===== src/rtl/hilo_div_seq.sv =====
// rtl/hilo_div_seq.sv - multi-cycle radix-2 restoring divider feeding the HI/LO register pair
// Optional feature macro: HILO_DIV_EARLY_OUT_EN (skip iteration when |dividend| < |divisor|).
module hilo_div_seq #(
  parameter int               WIDTH      = 32,
  parameter logic [WIDTH-1:0] DIVZERO_LO = '1
) (
  input  logic             clk,
  input  logic             rst,
  input  logic             start_i,
  input  logic             signed_i,
  input  logic             annul_i,
  input  logic [WIDTH-1:0] opdata1_i,
  input  logic [WIDTH-1:0] opdata2_i,
  output logic             stallreq_o,
  output logic             ready_o,
  output logic             hilo_we_o,
  output logic [WIDTH-1:0] hi_o,
  output logic [WIDTH-1:0] lo_o
);

  localparam int CW = $clog2(WIDTH) + 1;

  typedef enum logic [1:0] {S_IDLE, S_BYZERO, S_RUN, S_DONE} state_t;

  state_t           state, state_nxt;
  logic [CW-1:0]    cnt;
  logic [WIDTH-1:0] rem_q, quo_q, dvs_q, dvd_raw_q;
  logic             q_neg_q, r_neg_q;

  logic             s1, s2, accept, early_out, last_run;
  logic [WIDTH-1:0] mag1, mag2;
  logic [WIDTH:0]   shifted, trial;
  logic [WIDTH-1:0] rem_step, quo_step, rem_fin, quo_fin;

  assign s1     = signed_i & opdata1_i[WIDTH-1];
  assign s2     = signed_i & opdata2_i[WIDTH-1];
  assign mag1   = s1 ? -opdata1_i : opdata1_i;
  assign mag2   = s2 ? -opdata2_i : opdata2_i;
  assign accept = start_i & ~annul_i;

`ifdef HILO_DIV_EARLY_OUT_EN
  assign early_out = (mag2 != '0) && (mag1 < mag2);
`else
  assign early_out = 1'b0;
`endif

  // One restoring step: the dividend magnitude is shifted out of quo_q MSB first
  // while quotient bits are shifted in at the bottom.
  assign shifted  = {rem_q, quo_q[WIDTH-1]};
  assign trial    = shifted - {1'b0, dvs_q};
  assign rem_step = trial[WIDTH] ? shifted[WIDTH-1:0] : trial[WIDTH-1:0];
  assign quo_step = {quo_q[WIDTH-2:0], ~trial[WIDTH]};
  assign rem_fin  = r_neg_q ? -rem_step : rem_step;
  assign quo_fin  = q_neg_q ? -quo_step : quo_step;
  assign last_run = (cnt == CW'(WIDTH - 1));

  always_ff @(posedge clk or posedge rst) begin
    if (rst) state <= S_IDLE;
    else     state <= state_nxt;
  end

  always_comb begin
    state_nxt  = state;
    stallreq_o = 1'b0;
    hilo_we_o  = 1'b0;
    ready_o    = 1'b0;
    case (state)
      S_IDLE: begin
        if (accept) begin
          stallreq_o = 1'b1;
          if (mag2 == '0)     state_nxt = S_BYZERO;
          else if (early_out) state_nxt = S_DONE;
          else                state_nxt = S_RUN;
        end
      end
      S_BYZERO: begin
        stallreq_o = ~annul_i;
        state_nxt  = annul_i ? S_IDLE : S_DONE;
      end
      S_RUN: begin
        stallreq_o = ~annul_i;
        if (annul_i)       state_nxt = S_IDLE;
        else if (last_run) state_nxt = S_DONE;
      end
      S_DONE: begin
        ready_o   = 1'b1;
        hilo_we_o = ~annul_i;
        state_nxt = S_IDLE;
      end
      default: state_nxt = S_IDLE;
    endcase
  end

  // hi_o/lo_o are loaded only on the transition into DONE, so they hold between results.
  always_ff @(posedge clk or posedge rst) begin
    if (rst) begin
      cnt       <= '0;
      rem_q     <= '0;
      quo_q     <= '0;
      dvs_q     <= '0;
      dvd_raw_q <= '0;
      q_neg_q   <= 1'b0;
      r_neg_q   <= 1'b0;
      hi_o      <= '0;
      lo_o      <= '0;
    end else begin
      case (state)
        S_IDLE: begin
          if (accept) begin
            cnt       <= '0;
            rem_q     <= '0;
            quo_q     <= mag1;
            dvs_q     <= mag2;
            dvd_raw_q <= opdata1_i;
            q_neg_q   <= s1 ^ s2;
            r_neg_q   <= s1;
            if (early_out) begin
              hi_o <= opdata1_i;
              lo_o <= '0;
            end
          end
        end
        S_BYZERO: begin
          if (!annul_i) begin
            hi_o <= dvd_raw_q;
            lo_o <= DIVZERO_LO;
          end
        end
        S_RUN: begin
          if (!annul_i) begin
            rem_q <= rem_step;
            quo_q <= quo_step;
            cnt   <= cnt + CW'(1);
            if (last_run) begin
              hi_o <= rem_fin;
              lo_o <= quo_fin;
            end
          end
        end
        default: ;
      endcase
    end
  end

endmodule


===== config.mk =====
export PLATFORM = sky130hd
export DESIGN_NAME = hilo_div_seq
export DESIGN_NICKNAME = d
export VERILOG_FILES = /design/src/rtl/hilo_div_seq.sv
export SDC_FILE = /design/constraint.sdc
export NUM_CORES = 1
export LEC_CHECK = 0
export ABC_AREA = 1
export BUFFER_PORTS_ARGS = -buffer_cell sky130_fd_sc_hd__buf_4
export CAP_MARGIN = 15
export CELL_PAD_IN_SITES_DETAIL_PLACEMENT = 0
export CELL_PAD_IN_SITES_GLOBAL_PLACEMENT = 1
export CORE_ASPECT_RATIO = 1.75
export CORE_MARGIN = 3
export CORE_UTILIZATION = 27
export CTS_BUF_LIST = sky130_fd_sc_hd__clkbuf_16
export DETAILED_ROUTE_END_ITERATION = 10
export PLACE_DENSITY_LB_ADDON = 0.1
export SLEW_MARGIN = 20
export SYNTH_ARGS = -nofsm -noshare
export SYNTH_HDL_FRONTEND = slang
export SYNTH_SLANG_ARGS = --single-unit

===== constraint.sdc =====
create_clock -name clk -period 12.3 [get_ports clk]
set_clock_uncertainty 0.2 [all_clocks]
set_input_delay 0 -clock clk [delete_from_list [all_inputs] [get_ports clk]]
set_output_delay 0 -clock clk [all_outputs]
set_load 0.05 [all_outputs]

After elaboration in Yosys (flattened, before gate mapping)
Cells that the tools add are included.

storage, ports and cells
  flip-flop bits (word level) = 202
  input bits = 69
  output and inout port bits = 67
  word-level logic and storage cells = 72

operators by class
  add/subtract/negate cells = 6
  equal/unequal tests = 9
  mux-type cells = 32
  bitwise operators = 6
  reductions and logical operators = 9

operator list
  kind                 number
  $mux 32              15
  $pmux 32 s2          4
  $neg 32->32          4
  $sub 33x32->33       1
  $logic_not 32->1     1
  $mux 6               2
  $pmux 6 s2           1
  $mux 2               5
  $ne 2x2->1 const B   4
  $pmux 2 s4           1
  $add 6x1->6 const B  1
  $eq 6x5->1 const B   1
  $eq 2x2->1 const B   2
  $reduce_and 2->1     2
  $reduce_and 4->1     1
  $reduce_bool 2->1    2
  $and 1x1->1          3
  $mux 1               3
  $ne 3x3->1 const B   1
  $reduce_and 3->1     1
  $eq 2x1->1 const B   1
  $logic_not 2->1      1
  $not 1->1            2
  $pmux 1 s2           1
  2 further kinds      2

Depth between registers and ports, before layout
  word-level depth = 7
  gate-level depth with buffers = 34
  gate-level depth less buffers = 33

Worst setup path after synthesis
Ideal clock, no wire load.

  kind = flip-flop to flip-flop
  from = reg quo_q[31]
  to = reg lo_o[24]
  setup time = 0.066 ns
  arrival time = 3.859 ns
  data required time = 12.034 ns
  slack = 8.175 ns
  cell stages (with the launch flop) = 33
  buffers on the path = 1
  clock period less this slack = 4.125 ns
  cell sequence = dfrtp_1 > inv_1 > ha_1 > inv_1 > fa_1 > nand2_1 > nand2_1 > nand3_1 > nand2_2 > nand2_2 > nand2_2 > nand2_2 > nand3_2 > nand2_8 > buf_6 > ha_1 > inv_1 > nor3_2 > nand3_1 > nor3_2 > nand3_1 > inv_1 > nand2_1 > inv_1 > nand2_1 > nor2_1 > nand2_1 > nor2_1 > nand2_1 > o21ai_0 > a21oi_1 > o21ai_0 > o21a_1

between the ends
  longest elaborated chain between the ends = 7

ends and longest elaborated chain
  what                      RTL line  RTL
  start: declaration        27        logic [WIDTH-1:0] rem_q, quo_q, dvs_q, dvd_raw_q;
  start signal: assignment  112       quo_q <= mag1;
  start signal: assignment  132       quo_q <= quo_step;
  $sub 33x32->33            50        assign trial = shifted - {1'b0, dvs_q};
  $not 1->1                 52        assign quo_step = {quo_q[WIDTH-2:0], ~trial[WIDTH]};
  $neg 32->32               54        assign quo_fin = q_neg_q ? -quo_step : quo_step;
  $mux 32                   54
  $mux 32                   134       if (last_run) begin
  $mux 32                   130       if (!annul_i) begin
  $pmux 32 s2               107       case (state)
  end signal: assignment    136       lo_o <= quo_fin;
  end: declaration          18        output logic [WIDTH-1:0] lo_o

No other way between the ends. The select of a mux whose other input is x is not followed.
A chain may end at the register's enable or synchronous reset.

Worst setup path in the final report
  from = reg quo_q[31]
  to = reg lo_o[28]

Same word-level chain as after synthesis.

==> impl_metrics.py <==
metrics = {
    "setup_path": {
        "reg2regPathDepth": 32,
        "r2r_setup_slack_ns": 7.27,
        "cp_slowest_cell": "fa_1",
        "crit_path_end_kind": "flop",
        "path_class": "flop to flop",
        "r2r-end": "lo_o[28]",
        "critical-path-top-delay-family": "simple AND/OR/NAND/NOR gates",
        "worst-path-buf-inv": 5,
        "required_ns": 12.55,
        "start_kind": "flop",
        "critPathArrivalTime_ns": 5.28,
        "worst-path-max-fanout": 27,
        "reg2reg_from": "quo_q[31]",
        "worst_path_most_repeated_cell": "nand2_1",
        "max_stage_delay_ns": 0.40,
    },
    "grt": {
        "grt_overflow": 0,
        "grt_first_pass_wirelength_mm": 92.62,
        "grt_pass1_vias": 15580,
        "grtUsageTotal": 0.2107,
        "antenna_found_initial": 0,
        "grt_start_max_net_pins": 116,
    },
    "drt": {
        "wl_mm": 60.60,
        "first_pass_iters": 5,
        "drc": 0,
        "drt_iter0_markers": 726,
        "vias": 14830,
        "vias_per_cell": 4.734,
        "drtAntennaViolNets": 0,
        "routedWlPerCell_microns": 19.34,
    },
    "pwr": {
        "p_total_mw": 4.140,
        "powerDensity_nw_per_um2": 226.8,
        "p_leak_nw": 9.288,
        "peakVddDrop_mv": 0.1465,
    },
    "sta": {
        "setup_tns_ns": 0,
        "slew_headroom": 0.3467,
        "post-route-period-util": 0.4087,
        "rsz0062_at_grt": "no",
        "hold_violations": 0,
        "fmax_mhz": 198.9,
        "worstMarginPinSlew_ns": 0.9740,
        "slew_viol_final": 0,
        "setup_viol": 0,
        "period_needed_ns": 5.027,
        "hold_slack_ns": 0.002363,
    },
    "clocking": {
        "clock-sinks": 202,
        "clock_path_buffers": 3,
        "cts_root_buffer": "clkbuf_16",
        "cts.clk_slew.worst_paths_ns": 0.07,
        "worstSkewPairLatency_ns": 0.55,
        "htreeDepth": 1,
        "post_cts_buffers": 0,
        "tritoncts": "done",
        "numCtsBuffers": 23,
    },
    "yosys": {
        "netlist_area_sq_um": 14560,
        "async_flop_share": 1.000,
        "ys_ff_latch": 202,
        "yosysWarnings": 0,
        "syn_area_per_cell_sq_um": 6.625,
        "synth.distinct_cells": 53,
        "synth_edf_count": 0,
        "synthesis.nets": 2310,
        "synthCells": 2198,
        "synthFlopType": "dfrtp_1",
        "yosysSeqAreaShare": 0.3471,
    },
    "worst_hold_path": {
        "min_from": "opdata2_i[23]",
        "hold_depth": 5,
        "worst_hold_path_type": "input pin to flop",
        "whs_endpoint": "dvs_q[23]",
    },
    "die": {
        "initial_core_util": 0.2728,
        "pin_count": 136,
        "dieArea_sq_um": 56870,
        "die_w_microns": 181.6,
        "num_rows": 112,
        "die_y_microns": 313.2,
        "coreArea_sq_um": 53390,
    },
    "cells_and_area": {
        "area_growth_pct": 25.35,
        "layout-drive-gt1-share": 0.1049,
        "diodes": 0,
        "fin_nets": 2546,
    },
    "status": {
        "status": "finished clean",
    },
    "run": {
        "drv_cap": 0,
    },
    "place": {
        "place_congestion": 0.9118,
        "port_buffers": 135,
        "dp_hpwl_mm": 47.64,
    },
}
==> through the flow <==
| step | cell area (sq um) | setup WS (ns) | std cells | util |
|---|---|---|---|---|
| 2_1_floorplan | 14560 | 6.589 | 2198 | - |
| 3_3_place_gp | 16280 | 7.369 | 2966 | 0.3049 |
| 3_5_place_dp | 16280 | 7.371 | 2966 | 0.3049 |
| 4_1_cts | 18250 | 7.323 | 3133 | 0.3419 |
| 5_1_grt | 18250 | 6.826 | 3133 | 0.3419 |
| 6_report | 18250 | 7.273 | 3133 | 0.3419 |
==> placed cells by master, fill, tap and decap left out, types with 3 or more instances in the layout <==
cell,Yosys,layout
o21ai_1,11,11
nand3_2,5,5
xnor2_1,23,23
nand3_1,134,134
xor2_1,51,51
nand2_1,692,691
o21a_1,3,3
nand4_1,29,29
nor3_1,23,23
nor2_2,6,6
nor4_1,6,6
clkinv_1,4,8
o31ai_1,4,4
nand2_4,6,6
nor2_1,201,201
a21oi_1,50,50
a22oi_1,10,10
nand3b_1,4,4
a31oi_1,23,23
o21ai_0,152,152
nand2_2,28,29
and2_1,4,4
clkbuf_16,0,23
inv_2,9,9
or2_2,7,7
o22ai_1,20,20
dlygate4sd3_1,0,127
ha_1,42,42
o221ai_1,23,23
dfrtp_1,202,202
and3_1,4,4
clkinv_2,0,3
inv_1,322,327
buf_4,2,152
o211ai_1,6,6
o41ai_1,3,3
==> synth_stat cells (28+ instances only) <==
cell type    n  area [sq um]
nand2_1    692          2597
nor2_1     201         754.5
inv_1      322          1209
o21ai_0    152         760.7
dfrtp_1    202          5055
xor2_1      51         446.7
nand2_2     28         175.2
clkbuf_1    50         187.7
ha_1        42         525.5
nand3_1    134         670.6
nand4_1     29         181.4
a21oi_1     50         250.2
==> area by class of cell <==
| cell class | count | area [sq um] |
|---|---|---|
| repair buffers | 279 | 2412 |
| flip-flops and latches | 202 | 5055 |
| multi-input cells | 1593 | 7961 |
| clock buffers | 23 | 575.6 |
| inverters | 335 | 1265 |
| well taps | 684 | 855.8 |
| fillers | 5871 | 35140 |
| clock inverters | 17 | 128.9 |
==> cells by family (layout without fill, tap and decap cells) <==
family	after synthesis	in the layout	synth area share
xor+xnor	74	74	0.04451
simple gates	1158	1158	0.3366
buf+inv	403	654	0.1068
compound gates	318	318	0.1275
fa+ha+maj	43	43	0.03746
flops	202	202	0.3471
==> registers in the layout, summed over array words and instances, names as in the netlist <==
name and count:
state 2, dvs_q 32, cnt 6, quo_q 32, hi_o 32, lo_o 32
rem_q 32, dvd_raw_q 32, q_neg_q 1, r_neg_q 1
==> worst register-to-register path, delay by kind of cell (launching register included) <==
| kind | cells | cell delay, ns |
|---|---|---|
| and+or+nand+nor | 22 | 3.00 |
| adders and majority gates | 3 | 0.77 |
| buffers and inverters | 5 | 0.40 |
| DFF | 1 | 0.36 |
| AOI/OAI and AO/OA | 2 | 0.20 |
==> timing repair <==
action	4_1_cts	5_1_grt
endpoints found under the hold margin	208	0
resized for setup	0	0
endpoints found under the setup margin	0	0
hold buffers	127	0
==> layer usage <==
metal	routed length [microns]	global-route usage	vias to the layer above
li1	-	-	7469
met1	21670	0.2109	6989
met2	33020	0.4122	265
met3	1586	0.01904	109
met4	4328	0.1274	0
met5	0	0	-
==> power breakdown <==
| group | internal (mW) | total (mW) | switching (mW) |
|---|---|---|---|
| registers | 0.932 | 1.12 | 0.191 |
| clock network | 0.381 | 0.686 | 0.305 |
| logic | 0.715 | 2.33 | 1.62 |
==> worst max path at each step <==
stage	start	end	slack, ns	depth (start not counted)
2_1_floorplan	rst	cnt[0]	6.59	1
3_3_place_gp	quo_q[31]	lo_o[24]	7.37	31
5_1_grt	quo_q[31]	lo_o[28]	6.83	32
3_5_place_dp	quo_q[31]	lo_o[24]	7.37	31
6_report	quo_q[31]	lo_o[28]	7.27	32
4_1_cts	quo_q[31]	lo_o[24]	7.32	31
Note: power is estimated with default switching activity, not from simulation.
